===== src/rtl/fetch_pkg.sv =====
// Shared types and constants for the instruction-fetch stage.
// This package also provides the branch-offset sign-extension helper.
package fetch_pkg;

    localparam int          PC_W_DEF      = 32;
    localparam logic [31:0] HALT_INST_DEF = 32'h00010003;

    typedef enum logic [1:0] {
        ST_RUN   = 2'd0,
        ST_HALT  = 2'd1,
        ST_FAULT = 2'd2
    } fetch_state_e;

    // Sign-extends to 64 bits so callers can narrow it to any PC width up to 64.
    function automatic logic [63:0] sext16(input logic [15:0] v);
        return {{48{v[15]}}, v};
    endfunction

endpackage


===== src/rtl/ifid_reg.sv =====
// IF/ID pipeline register for instruction, return PC and valid bit.
// load captures new contents, flush clears valid, and neither holds everything.
module ifid_reg #(
    parameter int PC_W = 32
) (
    input  logic            clk,
    input  logic            reset,
    input  logic            load_i,
    input  logic            flush_i,
    input  logic [31:0]     inst_i,
    input  logic [PC_W-1:0] pc_i,
    output logic [31:0]     inst_o,
    output logic [PC_W-1:0] pc_o,
    output logic            valid_o
);

    logic [31:0]     inst_q;
    logic [PC_W-1:0] pc_q;
    logic            valid_q;

    always_ff @(posedge clk) begin
        if (reset) begin
            inst_q  <= '0;
            pc_q    <= '0;
            valid_q <= 1'b0;
        end else if (load_i) begin
            inst_q  <= inst_i;
            pc_q    <= pc_i;
            valid_q <= 1'b1;
        end else if (flush_i) begin
            valid_q <= 1'b0;
        end
    end

    assign inst_o  = inst_q;
    assign pc_o    = pc_q;
    assign valid_o = valid_q;

endmodule


===== src/rtl/pc_fetch_unit.sv =====
// Fetch stage: owns the PC, handles stall, branch redirect, halt detection and
// out-of-range faults, and feeds the IF/ID register.
module pc_fetch_unit
    import fetch_pkg::*;
#(
    parameter int          PC_W       = PC_W_DEF,
    parameter int          IMEM_DEPTH = 32,
    parameter logic [31:0] HALT_INST  = HALT_INST_DEF
) (
    input  logic            clk,
    input  logic            reset,
    output logic [PC_W-1:0] pcout,
    input  logic [31:0]     inst,
    input  logic            stall,
    input  logic            branch_taken,
    input  logic [15:0]     branch_offset,
    output logic [31:0]     ifid_inst,
    output logic [PC_W-1:0] ifid_pc,
    output logic            ifid_valid,
    output logic            halted,
    output logic            fault,
    output fetch_state_e    state_dbg
);

    fetch_state_e    state_q, state_d;
    logic [PC_W-1:0] pc_q, pc_d;
    logic [PC_W-1:0] pc_inc;
    logic [PC_W-1:0] br_target;
    logic            pc_oor;
    logic            is_halt;
    logic            ifid_load;
    logic            ifid_flush;

    assign pc_inc    = pc_q + PC_W'(1);
    assign br_target = ifid_pc + PC_W'(sext16(branch_offset));
    assign pc_oor    = (pc_q >= PC_W'(IMEM_DEPTH));
    assign is_halt   = (inst == HALT_INST);

    always_ff @(posedge clk) begin
        if (reset) begin
            state_q <= ST_RUN;
        end else begin
            state_q <= state_d;
        end
    end

    always_ff @(posedge clk) begin
        if (reset) begin
            pc_q <= '0;
        end else begin
            pc_q <= pc_d;
        end
    end

    // A branch or stall masks the fault/halt checks of the current fetch.
    always_comb begin
        state_d = state_q;
        if (state_q == ST_RUN && !branch_taken && !stall) begin
            if (pc_oor) begin
                state_d = ST_FAULT;
            end else if (is_halt) begin
                state_d = ST_HALT;
            end
        end
    end

    always_comb begin
        pc_d       = pc_q;
        ifid_load  = 1'b0;
        ifid_flush = 1'b0;
        case (state_q)
            ST_RUN: begin
                if (branch_taken) begin
                    pc_d       = br_target;
                    ifid_flush = 1'b1;
                end else if (stall) begin
                    ifid_flush = 1'b0;
                end else if (pc_oor || is_halt) begin
                    ifid_flush = 1'b1;
                end else begin
                    pc_d      = pc_inc;
                    ifid_load = 1'b1;
                end
            end
            default: ifid_flush = 1'b1;
        endcase
    end

    ifid_reg #(.PC_W(PC_W)) u_ifid_reg (
        .clk     (clk),
        .reset   (reset),
        .load_i  (ifid_load),
        .flush_i (ifid_flush),
        .inst_i  (inst),
        .pc_i    (pc_inc),
        .inst_o  (ifid_inst),
        .pc_o    (ifid_pc),
        .valid_o (ifid_valid)
    );

    assign pcout     = pc_q;
    assign halted    = (state_q == ST_HALT);
    assign fault     = (state_q == ST_FAULT);
    assign state_dbg = state_q;

endmodule


===== config.mk =====
export PLATFORM = sky130hd
export DESIGN_NAME = pc_fetch_unit
export DESIGN_NICKNAME = d
export VERILOG_FILES = /design/src/rtl/fetch_pkg.sv /design/src/rtl/ifid_reg.sv /design/src/rtl/pc_fetch_unit.sv
export SDC_FILE = /design/constraint.sdc
export NUM_CORES = 1
export LEC_CHECK = 0
export BUFFER_PORTS_ARGS = -buffer_cell sky130_fd_sc_hd__buf_2
export CAP_MARGIN = 0
export CORE_MARGIN = 4
export CORE_UTILIZATION = 38
export CTS_BUF_LIST = sky130_fd_sc_hd__clkbuf_4
export DETAILED_ROUTE_END_ITERATION = 7
export PLACE_DENSITY = 0.68
export REMOVE_ABC_BUFFERS = 1
export SKIP_CTS_REPAIR_TIMING = 1
export SLEW_MARGIN = 25
export SYNTH_ARGS = -nofsm -noshare
export SYNTH_HDL_FRONTEND = slang
export SYNTH_HIERARCHICAL = 1
export SYNTH_SLANG_ARGS = --single-unit
export TNS_END_PERCENT = 20

===== constraint.sdc =====
create_clock -name clk -period 2.6 [get_ports clk]
set_input_delay 0.39 -clock clk [delete_from_list [all_inputs] [get_ports clk]]
set_output_delay 0.39 -clock clk [all_outputs]
set_load 0.01 [all_outputs]

==> impl_metrics.tcl, run 1 <==
set metrics [dict create \
    antenna_cells 0 \
    tritoncts "yes" \
    clkLatencyLatePin_ns 0.49 \
    track_usage_pct 18.9 \
    drtIter0Drc 255 \
    cts-root-buf "clkbuf_4" \
    post-route-min-period_ns 2.57 \
    vias 5600 \
    syn2layout_area_growth_pct 33.0 \
    seq_area_frac_synth_pct 34.4 \
    grt_max_degree 76 \
    critPathArrivalTime_ns 2.96 \
    ys.flop_type "dfxtp_1" \
    crit_type "register to register" \
    cts_buffer_depth 2 \
    finalCritPeriodShare_pct 98.8 \
    coreArea_mm2 0.0147 \
    ir_worst_vdd_v 0.000320 \
    rr_worst_depth 11 \
    wl_met2_um 7900 \
    die_x_um 131 \
    switching_power_mw 0.925 \
    netlist_top_cells_area "dfxtp_1, mux2i_1, ha_1" \
    worst_clock_skew_ns 0.0218 \
    cts_made_buffers 9 \
    via_per_inst 5.21 \
    first_pass_iters 5 \
    intPower_mw 2.12 \
    grt_pass1_vias 5359 \
    ys_types 57 \
    ys_ff_latch 99 \
    relSlewSlack_pct 41.9 \
    drv_slew 0 \
    gp_congestion 0.870 \
    die_y_um 131 \
    synth_edf_count 0 \
    drive_gt1_share_pct 33.3 \
    tightest_slew_ns 0.868 \
    finalSetupViolCount 0 \
    tns_ns 0 \
    hold_viol 0 \
    grt_overflow 0 \
    cpPeakStageDelay_ns 0.40 \
    p_clk_share_pct 29.5 \
    rsz0062_at_grt "true" \
    dpl.hpwl_um 12700 \
    hold_path.class "input port to register" \
    cts_sinks 99 \
    p_seq_share_pct 52.3 \
    grt_pass1_wl_um 27000 \
    maxUsedRoutingLayer "met4" \
    worstPathMaxFanout 8 \
    synthCells 651 \
    status "completed" \
    port_buffers 152 \
    synth_area_per_cell_um2 8.86 \
    worst_setup_path_end_kind "register" \
    async_flop_share_pct 0 \
    clock.fmax_mhz 389 \
    dieArea_mm2 0.0172 \
    met1_length_um 7810 \
    total_power_mw 3.05 \
    yosysWarningCount 6 \
    yosysTopAreaCellShare_pct 34.4 \
    ioPinCount 153 \
    worstPathRequired_ns 2.99 \
    place_area_mm2 0.00733 \
    switching_share_pct 30.4 \
    p_comb_share_pct 18.1 \
    cp_slowest_cell "dfxtp_4" \
    path_cells "nor4_4 -> buf_4 -> nand4_1 -> nor2_4 -> o21ai_2 -> or3_4 -> nor3_4 -> buf_6 -> clkbuf_16 -> mux2i_1 -> nor2_1" \
    finalWirelength_um 17100 \
    synth_top_area_cell "dfxtp_1" \
    leakagePower_nw 3.56 \
    crit_path_start_kind "register" \
    syn_area_mm2 0.00577 \
    clk_pin_slew_ns 0.17 \
    power_density_mw_per_mm2 397 \
    wire_per_inst_um 15.9 \
    ant_nets 0 \
    final_area_mm2 0.00767 \
    cts_htree_levels 3 \
    std_cell_rows 44 \
    start_util_pct 39.2 \
    route.met3.wl_um 1020 \
    drcViolationCount 0 \
    cap_viol_max_count 0 \
    fin_nets 971 \
    worstHoldPathCells 3 \
    antenna_found_initial 0 \
]
## worst max-delay path: cells and delay by family, from the launching register on
kind                   cells  cell delay (ns)
AOI/OAI and AO/OA          1             0.07
buffers and inverters      3             0.56
DFF                        1             0.40
muxes                      1             0.20
and+or+nand+nor            6             1.23
## flip-flops by register name (all words and copies together) (netlist names)
signal,cells
pcout,32
state_dbg,2
u_ifid_reg/inst_o,32
u_ifid_reg/pc_o,32
u_ifid_reg/valid_o,1
## through the flow
stage	setup WS, ns	utilization (%)	cells	hold WS [ns]
floorplan	-5.73	-	624	0.459
global placement	-0.200	49.9	1054	0.462
detailed placement	-0.195	49.9	1054	0.461
CTS	-0.0360	50.9	1070	0.0888
global route	-0.139	52.2	1074	0.0922
finish	0.0314	52.2	1074	0.147
## cells by family after synthesis
group,share of synthesized area [%]
fa+ha+maj,7.50
simple gates,17.9
buf+inv,4.32
xor+xnor,8.96
flops,34.4
mux,11.5
compound gates,15.5
## metal layers
| layer | vias up | GRT usage [%] |
|---|---|---|
| li1 | 2807 | - |
| met1 | 2591 | 24.5 |
| met2 | 176 | 30.8 |
| met3 | 26 | 4.74 |
| met4 | 0 | 6.24 |
| met5 | - | 0 |
## worst paths after layout
path	startpoint	end	slack, ns
max	pcout[26]$_SDFFE_PP0P_	u_ifid_reg/inst_o[18]$_SDFFE_PP0P_	0.03
min	inst[30]	u_ifid_reg/inst_o[30]$_SDFFE_PP0P_	0.15
max reg2reg	pcout[26]$_SDFFE_PP0P_	u_ifid_reg/inst_o[18]$_SDFFE_PP0P_	0.03
min reg2reg	u_ifid_reg/valid_o$_SDFFE_PP0P_	u_ifid_reg/valid_o$_SDFFE_PP0P_	0.48
## layout by cell type (no fill, tap or decap), drive strengths merged, types with 3 or more instances in the layout
cell type,count
clkbuf,13
nand2b,4
nand4,8
a21oi,35
buf,246
a211oi,10
or3,6
nand3,22
a21o,14
nand2,33
mux2i,66
o21a,3
xnor2,41
nor4,13
ha,33
nor3,16
and3,7
o21ai,23
inv,16
nor2,109
xor2,18
a22o,12
o31ai,3
a22oi,5
dfxtp,99
a31oi,4
nor2b,3
## power groups by stage
stage / sequential [mW] / clock, mW / combinational, mW
after global placement: 1.62 / 0 / 0.532
after global routing: 1.60 / 0.993 / 0.605
after detailed placement: 1.62 / 0 / 0.538
after CTS: 1.59 / 0.940 / 0.540
final: 1.59 / 0.900 / 0.553
after floorplan: 1.66 / 0 / 0.213
## synth_stat cells (3+ instances only)
master    count
nor3_1       16
buf_1         3
nand2b_1      4
nor2_1      109
nand2_1      32
ha_1         33
buf_2         5
a22oi_1       5
nor4_1       13
clkbuf_1     11
a21o_1       14
buf_12        5
o21ai_0      17
or3_1         4
o21a_1        3
xor2_1       18
mux2i_1      66
inv_1        11
a21oi_1      35
xnor2_1      41
nor2b_1       3
a22o_1       12
dfxtp_1      99
nand3_1      22
a31oi_1       4
o31ai_1       3
a211oi_1      8
nand4_1       8
o21ai_1       5
and3_1        7
## layout make-up
type | count | area (um2)
inverters | 12 | 45.0
flip-flops and latches | 99 | 1990
multi-input cells | 513 | 3630
well taps | 184 | 230
clock buffers | 9 | 67.6
fillers | 1410 | 7030
clock inverters | 7 | 82.6
repair buffers | 250 | 1630
Power figures use the tool's default switching activity.
==> inputs of run 2 (changes only) <==
--- a/config.mk
+++ b/config.mk
@@ -7,11 +7,14 @@
 export LEC_CHECK = 0
 export BUFFER_PORTS_ARGS = -buffer_cell sky130_fd_sc_hd__buf_2
 export CAP_MARGIN = 0
+export CELL_PAD_IN_SITES_DETAIL_PLACEMENT = 2
+export CELL_PAD_IN_SITES_GLOBAL_PLACEMENT = 2
 export CORE_MARGIN = 4
-export CORE_UTILIZATION = 38
+export CORE_UTILIZATION = 29
 export CTS_BUF_LIST = sky130_fd_sc_hd__clkbuf_4
 export DETAILED_ROUTE_END_ITERATION = 7
-export PLACE_DENSITY = 0.68
+export PLACE_DENSITY = 0.83
+export RECOVER_POWER = 25
 export REMOVE_ABC_BUFFERS = 1
 export SKIP_CTS_REPAIR_TIMING = 1
 export SLEW_MARGIN = 25
==> run 2 against run 1 <==
Compared with the run above:
- the run now ends with negative setup slack left
- routed wire length up 43%
- hold slack worse by 0.023 ns
- cell count up 9.8%
- power up 1.7%
- die area up 29%
- sequential power about the same
- core utilization down 11 points
- clock-buffer cell count unchanged
- setup slack worse by 0.071 ns
- fmax down 2.7%
- largest power group unchanged
- highest routed layer unchanged
==> impl_metrics.tcl, run 2 (synthesis gave the netlist of run 1 again) <==
set metrics [dict create \
    grt_overflow 0 \
    drcViolationCount 0 \
    dp_cells 1156 \
    port_buffers 152 \
    tightest_slew_ns 0.687 \
    clock.fmax_mhz 379 \
    pre_cts_slack_ns -0.289 \
    die_x_um 149 \
    leakagePower_nw 3.54 \
    cts_buffer_depth 2 \
    finalSetupViolCount 9 \
    worstHoldPathCells 3 \
    first_pass_iters 4 \
    cts-root-buf "clkbuf_4" \
    crit_path_start_kind "register" \
    final_util_pct 41.6 \
    ir_worst_vdd_v 0.000201 \
    relSlewSlack_pct 54.1 \
    dpl.hpwl_um 18000 \
    layoutNonFillerInstCount 1179 \
    dieArea_mm2 0.0222 \
    worstPathMaxFanout 10 \
    rr_startpoint "pcout[7]$_SDFFE_PP0P_" \
    worstPathRequired_ns 2.98 \
    cts_htree_levels 3 \
    tns_ns -0.0945 \
    grt_pass1_wl_um 36800 \
    violations "negative setup slack" \
    most-common-layout-cells "buf_2, buf_4, nor2_1" \
    via_per_inst 5.13 \
    syn2layout_area_growth_pct 40.6 \
    cts_sinks 99 \
    finalCritPeriodShare_pct 102 \
    ioPinCount 153 \
    tritoncts "yes" \
    fin_nets 994 \
    critPathArrivalTime_ns 3.02 \
    hold_path.class "input port to register" \
    power_density_mw_per_mm2 382 \
    std_cell_rows 51 \
    status "finished with violations" \
    final_common_cell "buf_2" \
    clkLatencyLatePin_ns 0.52 \
    cap_viol_max_count 0 \
    ant_nets 0 \
    antenna_found_initial 1 \
    r2r_slack_ns -0.04 \
    rr_worst_depth 11 \
    vias 6043 \
    clk_pin_slew_ns 0.19 \
    fin_ws_ns -0.0400 \
    drv_slew 0 \
    drtIter0Drc 169 \
    coreArea_mm2 0.0195 \
    rsz0062_at_grt "true" \
    total_power_mw 3.10 \
    track_usage_pct 20.8 \
    wire_per_inst_um 20.7 \
    start_util_pct 29.5 \
    gp_congestion 0.828 \
    hold_viol 0 \
    place_area_mm2 0.00758 \
    crit_type "register to register" \
    die_y_um 149 \
    post-route-min-period_ns 2.64 \
    final_area_mm2 0.00811 \
    drive_gt1_share_pct 34.9 \
    cts_made_buffers 9 \
    worst_setup_path_end_kind "register" \
    startpoint "pcout[7]$_SDFFE_PP0P_" \
    finalWirelength_um 24500 \
    hp-start "inst[31]" \
    worst_clock_skew_ns 0.0315 \
    grt_pass1_vias 6720 \
    grt_max_degree 48 \
    whs_ns 0.124 \
]
==> run 2: cell types whose count changed in the layout (fill, tap and decap cells not counted), sizes merged <==
cell / previous run / this run
buf: 246 / 237
clkinv: 0 / 1
clkinvlp: 2 / 0
inv: 16 / 18
bufinv: 1 / 0
diode: 0 / 1
clkbuf: 13 / 45
==> run 2: worst paths after layout <==
| path | end |
|---|---|
| max | u_ifid_reg/pc_o[23]$_SDFFE_PP0P_ |
| min | u_ifid_reg/inst_o[31]$_SDFFE_PP0P_ |
| max reg2reg | u_ifid_reg/pc_o[23]$_SDFFE_PP0P_ |
| min reg2reg | u_ifid_reg/valid_o$_SDFFE_PP0P_ |
==> run 2: layout make-up <==
cell class	count	area (um2)
Antenna cell	1	2.50
Clock buffer	9	67.6
Clock inverter	7	63.8
Fill cell	2229	11400
Inverter	12	45.0
Multi-Input combinational cell	513	3830
Sequential cell	99	1990
Tap cell	265	332
Timing Repair Buffer	273	1780
==> run 2: metal layers <==
layer	vias to the layer above	GRT usage, %	share of wire [%]
met5	-	0	0
met4	0	6.77	1.5
met3	30	4.28	4.5
met2	139	37.5	52
met1	3031	24.6	42
li1	2843	-	-
==> run 2: worst max-delay path, stage by stage, from the launching register on <==
cell	delay (ns)
dfxtp_2	0.37
nor4_2	0.25
buf_4	0.16
nand4_1	0.23
nor2_4	0.22
o21ai_2	0.08
or3_4	0.37
nor3_4	0.16
buf_12	0.20
buf_12	0.17
mux2i_1	0.22
nor2_1	0.06
==> run 2: report_power, final <==
group / leakage [nW] / switching [mW] / internal, mW
registers: 0.806 / 0.0372 / 1.56
clock network: 0.0742 / 0.656 / 0.223
logic: 2.66 / 0.351 / 0.271
==> inputs of run 3 (changes only) <==
--- a/config.mk
+++ b/config.mk
@@ -10,10 +10,9 @@
 export CELL_PAD_IN_SITES_DETAIL_PLACEMENT = 2
 export CELL_PAD_IN_SITES_GLOBAL_PLACEMENT = 2
 export CORE_MARGIN = 4
-export CORE_UTILIZATION = 29
-export CTS_BUF_LIST = sky130_fd_sc_hd__clkbuf_4
+export CORE_UTILIZATION = 28
 export DETAILED_ROUTE_END_ITERATION = 7
-export PLACE_DENSITY = 0.83
+export PLACE_DENSITY = 0.81
 export RECOVER_POWER = 25
 export REMOVE_ABC_BUFFERS = 1
 export SKIP_CTS_REPAIR_TIMING = 1
==> run 3 against run 2 <==
Compared with the run above:
- the run still ends with negative setup slack left
- setup slack gained 0.034 ns
- power is 19% higher
- critical path type unchanged
- clock-buffer cell count grew 1
- combinational power barely moved
- clock skew is 0.019 ns lower
==> impl_metrics.tcl, run 3 (synthesis gave the netlist of run 1 again) <==
set metrics [dict create \
    cp_slowest_cell "fa_2" \
    std_cell_rows 52 \
    drive_gt1_share_pct 34.8 \
    drtIter0Drc 227 \
    pre_cts_slack_ns -0.284 \
    ioPinCount 153 \
    dp_cells 1163 \
    cts_sinks 99 \
    most-common-layout-cells "buf_2, buf_4, nor2_1" \
    leakagePower_nw 3.65 \
    cap_viol_max_count 0 \
    ant_nets 0 \
    vias 6101 \
    grt_max_degree 47 \
    status "finished with violations" \
    dieArea_mm2 0.0230 \
    cpPeakStageDelay_ns 0.41 \
    via_per_inst 5.13 \
    cts-root-buf "clkbuf_16" \
    worst_clock_skew_ns 0.0121 \
    drcViolationCount 0 \
    clk_pin_slew_ns 0.08 \
    grt_pass1_vias 6832 \
    post-route-min-period_ns 2.61 \
    tritoncts "yes" \
    fin_ws_ns -0.00647 \
    critPathArrivalTime_ns 2.85 \
    p_seq_share_pct 43.5 \
    rr_startpoint "u_ifid_reg/pc_o[0]$_SDFFE_PP0P_" \
    p_comb_share_pct 17.0 \
    gp_congestion 0.796 \
    hp-start "inst[15]" \
    coreArea_mm2 0.0202 \
    worst_setup_path_end_kind "register" \
    min_to "u_ifid_reg/inst_o[15]$_SDFFE_PP0P_" \
    clkLatencyLatePin_ns 0.36 \
    violations "negative setup slack" \
    ir_worst_vdd_v 0.000309 \
    rsz0062_at_grt "true" \
    place_area_mm2 0.00761 \
    start_util_pct 28.5 \
    worstHoldPathCells 3 \
    final_common_cell "buf_2" \
    r2r_slack_ns -0.006 \
    worstPathRequired_ns 2.85 \
    tightest_slew_ns 1.00 \
    die_x_um 152 \
    finalWirelength_um 24600 \
    antenna_cells 0 \
    hold_viol 0 \
    power_density_mw_per_mm2 442 \
    wire_per_inst_um 20.7 \
    cts_made_buffers 9 \
    first_pass_iters 4 \
    grt_pass1_wl_um 36900 \
    p_clk_share_pct 39.4 \
    worstPathMaxFanout 4 \
    switching_share_pct 29.0 \
    intPower_mw 2.61 \
    cts_htree_levels 3 \
    whs_ns 0.297 \
    drv_slew 0 \
    port_buffers 152 \
    finalCritPeriodShare_pct 100 \
    fin_nets 1001 \
    layoutNonFillerInstCount 1190 \
    clock.fmax_mhz 384 \
    rr_worst_depth 11 \
    die_y_um 152 \
    antenna_found_initial 0 \
    dpl.hpwl_um 17900 \
    hold_path.class "input port to register" \
    relSlewSlack_pct 33.1 \
    reg2reg_to "pcout[22]$_SDFFE_PP0P_" \
    crit_path_start_kind "register" \
    switching_power_mw 1.07 \
    syn2layout_area_growth_pct 44.2 \
    finalSetupViolCount 2 \
    crit_type "register to register" \
    cts_buffer_depth 2 \
    grt_overflow 0 \
    track_usage_pct 20.5 \
    path_cells "ha_4 -> fa_2 -> a211oi_2 -> nor2_2 -> o211ai_4 -> o221ai_2 -> o2111ai_2 -> nand2_2 -> buf_4 -> xor2_1 -> a22o_1" \
    final_area_mm2 0.00832 \
]
[run 3: per-stage QoR]
| step | util, % | total power [mW] | TNS (ns) |
|---|---|---|---|
| finish | 41.1 | 3.67 | -0.0106 |
| global route | 41.1 | 3.83 | -2.03 |
| CTS | 39.1 | 3.66 | -10.27 |
| detailed placement | 37.6 | 2.21 | -9.60 |
| global placement | 37.6 | 2.19 | -4.89 |
| floorplan | - | 1.87 | -371.58 |
[run 3: final cells by class]
cell class | instances | area [um2]
well taps | 270 | 338
inverters | 12 | 45.0
multi-input cells | 513 | 3800
clock buffers | 10 | 239
repair buffers | 280 | 1830
flip-flops and latches | 99 | 1990
clock inverters | 6 | 63.8
fillers | 2298 | 11900
[run 3: power groups by stage]
stage	registers (mW)	logic, mW	clock network [mW]
after floorplan	1.66	0.213	0
after global placement	1.63	0.562	0
after global routing	1.61	0.679	1.55
final	1.60	0.624	1.45
after detailed placement	1.63	0.585	0
after CTS	1.59	0.595	1.47
[run 3: worst max path at each step]
stage	from	to	slack [ns]	cells after the start
after CTS	pcout[26]$_SDFFE_PP0P_	u_ifid_reg/inst_o[24]$_SDFFE_PP0P_	-0.17	11
after global routing	u_ifid_reg/pc_o[0]$_SDFFE_PP0P_	pcout[30]$_SDFFE_PP0P_	-0.13	11
after floorplan	pcout[12]$_SDFFE_PP0P_	u_ifid_reg/inst_o[0]$_SDFFE_PP0P_	-5.73	8
after detailed placement	branch_offset[0]	pcout[30]$_SDFFE_PP0P_	-0.28	12
after global placement	branch_offset[0]	pcout[30]$_SDFFE_PP0P_	-0.22	12
final	u_ifid_reg/pc_o[0]$_SDFFE_PP0P_	pcout[22]$_SDFFE_PP0P_	-0.006	11
[run 3: routing by layer]
metal / vias up / share of wire [%] / wire (um) / track usage [%]
met5: - / 0 / 0 / 0
met4: 0 / 1.8 / 443 / 6.06
met3: 24 / 4.2 / 1030 / 3.72
met2: 141 / 52 / 12800 / 37.7
met1: 3077 / 42 / 10300 / 24.2
li1: 2859 / - / - / -
[run 3: worst max-delay path: cells and delay by family (launching register included)]
family	cells	cell delay, ns
simple gates	2	0.23
flops	1	0.34
buf+inv	1	0.17
compound gates	5	1.04
xor+xnor	1	0.14
fa+ha+maj	2	0.58
